## config.mk

```make
export PLATFORM = sky130hd
export DESIGN_NAME = serial_transmitter
export DESIGN_NICKNAME = d
export VERILOG_FILES = /design/src/rtl/serial_transmitter.sv
export SDC_FILE = /design/constraint.sdc
export NUM_CORES = 1
export LEC_CHECK = 0
export ABC_CLOCK_PERIOD_IN_PS = 1900
export CAP_MARGIN = 20
export CORE_MARGIN = 1.5
export CORE_UTILIZATION = 46
export CTS_CLUSTER_DIAMETER = 200
export DETAILED_ROUTE_END_ITERATION = 8
export PLACE_DENSITY = 0.79
export SLEW_MARGIN = 10
export SYNTH_ARGS = -nofsm -noshare
export SYNTH_HDL_FRONTEND = slang
export SYNTH_SLANG_ARGS = --single-unit
```

## constraint.sdc

```tcl
create_clock -name clock -period 1.9 [get_ports clock]
set_clock_uncertainty 0.05 [all_clocks]
set_input_delay 0.38 -clock clock [delete_from_list [all_inputs] [get_ports clock]]
set_output_delay 0.38 -clock clock [all_outputs]
set_load 0.02 [all_outputs]
```

## src/rtl/serial_transmitter.sv

```systemverilog
// serial_transmitter
// Parallel-in, serial-out framed transmitter. A WIDTH-bit word is accepted
// over a valid/ready handshake and sent as one start bit (0), WIDTH data
// bits and one stop bit (1), each bit held for CLKS_PER_BIT clocks.
// Bit order is chosen per word with 'left' (1 = MSB first).
//
// Ports:
//   clock   - sole clock, rising edge
//   reset   - asynchronous, active-high reset
//   data    - word to transmit, sampled at accept
//   valid   - data/left are offered
//   left    - bit order, sampled at accept
//   ready   - transmitter can accept a word this cycle (idle)
//   serial  - line output, idles high
//   busy    - frame in progress
//   en_out  - strobe in the last cycle of each data bit (receiver capture)
//   done    - pulse in the last cycle of the stop bit
module serial_transmitter #(
  parameter int WIDTH        = 8,
  parameter int CLKS_PER_BIT = 4
) (
  input  logic             clock,
  input  logic             reset,
  input  logic [WIDTH-1:0] data,
  input  logic             valid,
  input  logic             left,
  output logic             ready,
  output logic             serial,
  output logic             busy,
  output logic             en_out,
  output logic             done
);

  localparam int CW = (CLKS_PER_BIT > 1) ? $clog2(CLKS_PER_BIT) : 1;
  localparam int BW = $clog2(WIDTH);
  localparam logic [CW-1:0] CYC_LAST = CW'(CLKS_PER_BIT - 1);
  localparam logic [BW-1:0] BIT_LAST = BW'(WIDTH - 1);

  typedef enum logic [1:0] {
    IDLE  = 2'd0,
    START = 2'd1,
    DATA  = 2'd2,
    STOP  = 2'd3
  } state_t;

  state_t           state, state_next;
  logic [CW-1:0]    cyc_cnt, cyc_next;
  logic [BW-1:0]    bit_cnt, bit_next;
  logic [WIDTH-1:0] shreg, shreg_next;
  logic             left_q, left_next;
  logic             serial_q, serial_d;
  logic             en_q, en_d;
  logic             done_q, done_d;
  logic             bit_end;

  // State, counters, shift register and the registered line outputs.
  always_ff @(posedge clock or posedge reset) begin
    if (reset) begin
      state    <= IDLE;
      cyc_cnt  <= '0;
      bit_cnt  <= '0;
      shreg    <= '0;
      left_q   <= 1'b0;
      serial_q <= 1'b1;
      en_q     <= 1'b0;
      done_q   <= 1'b0;
    end else begin
      state    <= state_next;
      cyc_cnt  <= cyc_next;
      bit_cnt  <= bit_next;
      shreg    <= shreg_next;
      left_q   <= left_next;
      serial_q <= serial_d;
      en_q     <= en_d;
      done_q   <= done_d;
    end
  end

  // Next-state logic. The line outputs are decoded from the next-state
  // values so that once registered they line up with the state they
  // describe, rather than lagging it by a cycle.
  always_comb begin
    state_next = state;
    cyc_next   = cyc_cnt;
    bit_next   = bit_cnt;
    shreg_next = shreg;
    left_next  = left_q;
    serial_d   = 1'b1;
    en_d       = 1'b0;
    done_d     = 1'b0;
    bit_end    = (cyc_cnt == CYC_LAST);

    case (state)
      IDLE: begin
        if (valid) begin
          shreg_next = data;
          left_next  = left;
          cyc_next   = '0;
          bit_next   = '0;
          state_next = START;
        end
      end
      START: begin
        if (bit_end) begin
          cyc_next   = '0;
          state_next = DATA;
        end else begin
          cyc_next = cyc_cnt + 1'b1;
        end
      end
      DATA: begin
        if (bit_end) begin
          cyc_next = '0;
          if (bit_cnt == BIT_LAST) begin
            state_next = STOP;
          end else begin
            bit_next   = bit_cnt + 1'b1;
            // The transmitted bit always sits at the end selected by
            // left, so shifting toward that end exposes the next one.
            shreg_next = left_q ? (shreg << 1) : (shreg >> 1);
          end
        end else begin
          cyc_next = cyc_cnt + 1'b1;
        end
      end
      STOP: begin
        if (bit_end) begin
          cyc_next   = '0;
          state_next = IDLE;
        end else begin
          cyc_next = cyc_cnt + 1'b1;
        end
      end
      default: state_next = IDLE;
    endcase

    case (state_next)
      START: serial_d = 1'b0;
      DATA: begin
        serial_d = left_next ? shreg_next[WIDTH-1] : shreg_next[0];
        en_d     = (cyc_next == CYC_LAST);
      end
      STOP: begin
        serial_d = 1'b1;
        done_d   = (cyc_next == CYC_LAST);
      end
      default: serial_d = 1'b1;
    endcase
  end

  assign ready  = (state == IDLE);
  assign busy   = ~ready;
  assign serial = serial_q;
  assign en_out = en_q;
  assign done   = done_q;

endmodule

```

==> metrics.cfg <==
[power_and_ir_drop]
p_int_mw = 1.27
pwr-share-seq = 0.396
p_per_area_nw_per_um2 = 1530
switching_share = 0.396
clock_power_share = 0.104
comb_power_share = 0.501
peakVddDrop_mv = 0.873
p_total_mw = 2.10
netSwitchingPower_uw = 832
p_leak_nw = 0.613

[grt]
grt_pass1_wl_um = 4100
antenna_found_initial = 0
overflow = 0
grt_pass1_vias = 886
grt_max_degree = 20
gr-usage-all-layers = 0.228

[critical_path]
cpPeakStageDelay_ps = 400
cp-start-kind = flip-flop
worstPathArrival_ps = 2100
cp_data_required_time_ps = 2090
r2r_start = bit_cnt[0]
criticalPathCategory = reg2reg
worstSetupStartpoint = bit_cnt[0]
worstPathCellList = ha_2, ha_4, nand4bb_4, buf_6, nor3b_2, a221o_1, mux2i_2, a211oi_2
critPathSlowestCell = dfrtp_1
path_max_fanout = 4
crit_path_end_kind = flip-flop

[finish]
antennaDiodeCount = 0
area_delta_synth_final_pct = 38.9
fin_nets = 139
final_cells = 150
finalInstanceArea_um2 = 1370
layout-drive-gt1-share = 0.325

[yosys]
synth.most_common_cell = dfrtp_1
ys_top_cells_by_count = dfrtp_1 (18), nor2_1 (13), nand2_1 (8)
syn_inst = 90
synth-edff-count = 0
syn_avg_cell_area_um2 = 10.9
synth_largest_area_cell = dfrtp_1
syn_area_um2 = 985
yosysSeqAreaShare = 0.484
syn_nets = 105
synth_top_area_share = 0.457
ys.flop_type = dfrtp_1
synth_seq_cells = 19
synth.distinct_cells = 30
yosys_warnings = 0
synth_area_leaders = dfrtp_1 (46%), mux2i_1 (7.1%), a221o_2 (5.7%), nor2_1 (5.0%), ha_1 (3.8%)
async_reset_ff_frac = 1.00

[sta]
rsz0062_at_grt = yes
post-route-period-util = 1.00
worst_slew_pin_slew_ps = 445
hold_viol_final = 0
finalSetupViolCount = 1
setup_slack_ps = -3.31
slew_headroom = 0.703
fmax_mhz = 525
period_needed_ps = 1900
maxSlewViolCount = 0

[routing]
post_drt_wl_per_cell_um = 16.4
drt_iter0_markers = 12
vias = 823
post_drt_via_cell_ratio = 5.49
drc = 0
drt-pass1-iter-count = 4
drtAntennaViolNets = 0
routed_wl_um = 2460

[placed_design]
gp_congestion = 0.804
placed_area_um2 = 1260
dpl.cell_count = 143
dp_hpwl_um = 1650
place_ws_ps = -226
portBuffers = 16

[run_status]
violations = setup timing
status = complete, but fails checks

[die]
die_h_um = 49.3
die_width_um = 49.3
start_util = 0.497
pin_count = 17
die_area_um2 = 2430
coreArea_um2 = 1980
rows = 16

[flow_run]
cap_viol_max_count = 0

[clock_network]
numCtsBuffers = 3
cts.htree.levels = 1
cts_tree = yes
clk-insertion-delay-late_ps = 310
clock_path_buffers = 2
path_clk_slew_ps = 110
cts_num_sinks = 19
cts-root-buf = clkbuf_4

[worst_hold_path]
hp-class = in2async

==> cell type report <==
class	instances	area, um2
clock buffers	4	26.3
inverters	3	11.3
repair buffers	34	297
fillers	143	614
well taps	27	33.8
flip-flops and latches	19	479
multi-input cells	63	520
==> through the flow <==
step	utilization	TNS (ps)	hold slack (ps)
2_1_floorplan	-	0	280
3_3_place_gp	0.634	-493	420
3_5_place_dp	0.634	-968	448
4_1_cts	0.670	0	341
5_1_grt	0.690	-104	385
6_report	0.690	-3.31	325
==> logic make-up (layout without fill, tap and decap cells) <==
group / after synthesis / count (layout) / synth area share
XOR/XNOR: 1 / 1 / 0.00890
flip-flops: 19 / 19 / 0.484
buffers and inverters: 8 / 41 / 0.0470
multiplexers: 8 / 8 / 0.0864
adder cells (fa/ha/maj): 3 / 3 / 0.0381
AO/OA/AOI/OAI: 16 / 16 / 0.141
AND/OR/NAND/NOR: 35 / 35 / 0.194
==> layout by cell type (no fill, tap or decap), types with 3 or more instances in the layout <==
cell type	n
inv_1	3
clkbuf_4	3
buf_4	17
clkdlybuf4s50_1	14
o21ai_0	3
dfrtp_1	16
nand2_1	8
nor2_1	12
a221o_1	3
a221o_2	5
nand3b_1	3
mux2i_1	6
==> state kept, by name, summed over array words and instances (netlist names) <==
name,flops
en_out,1
state,2
left_q,1
cyc_cnt,2
done,1
bit_cnt,3
shreg,8
serial,1
==> repair_timing <==
item / 4_1_cts / 5_1_grt
endpoints found under the hold margin: 0 / 0
buffers inserted: 2 / 1
hold buffers: 0 / 0
pin swaps: 2 / 1
resized for setup: 9 / 6
setup endpoints to repair: 7 / 2
==> power by group through the flow <==
stage	registers, mW	clock network [mW]	logic [mW]
after global routing	0.857	0.239	1.13
after detailed placement	0.806	0	0.943
after floorplan	0.733	0	0.658
after CTS	0.815	0.216	0.971
after global placement	0.799	0	0.883
final	0.831	0.217	1.05
==> metal layers <==
metal	routed length (um)	global-route usage	vias up
met5	0	0	-
met4	53	0.100	0
met3	81	0.0460	4
met2	1330	0.412	18
met1	999	0.257	409
li1	-	-	392
==> final timing paths <==
path / cells after the start / to / slack (ps)
min in group clock: 2 / bit_cnt[1] / 460
max in group asynchronous: 3 / serial / 1220
hold reg to reg: 2 / bit_cnt[1] / 460
setup / recovery: 8 / serial / -3
setup reg to reg: 8 / serial / -3
hold / removal: 3 / en_out / 330
==> worst max-delay path: cells and delay by family, from the launching register on <==
| kind | cells | cell delay (ps) |
|---|---|---|
| muxes | 1 | 100 |
| buffers and inverters | 1 | 150 |
| and+or+nand+nor | 2 | 350 |
| AOI/OAI and AO/OA | 2 | 410 |
| DFF | 1 | 400 |
| adders and majority gates | 2 | 370 |
Power figures use the tool's default switching activity.
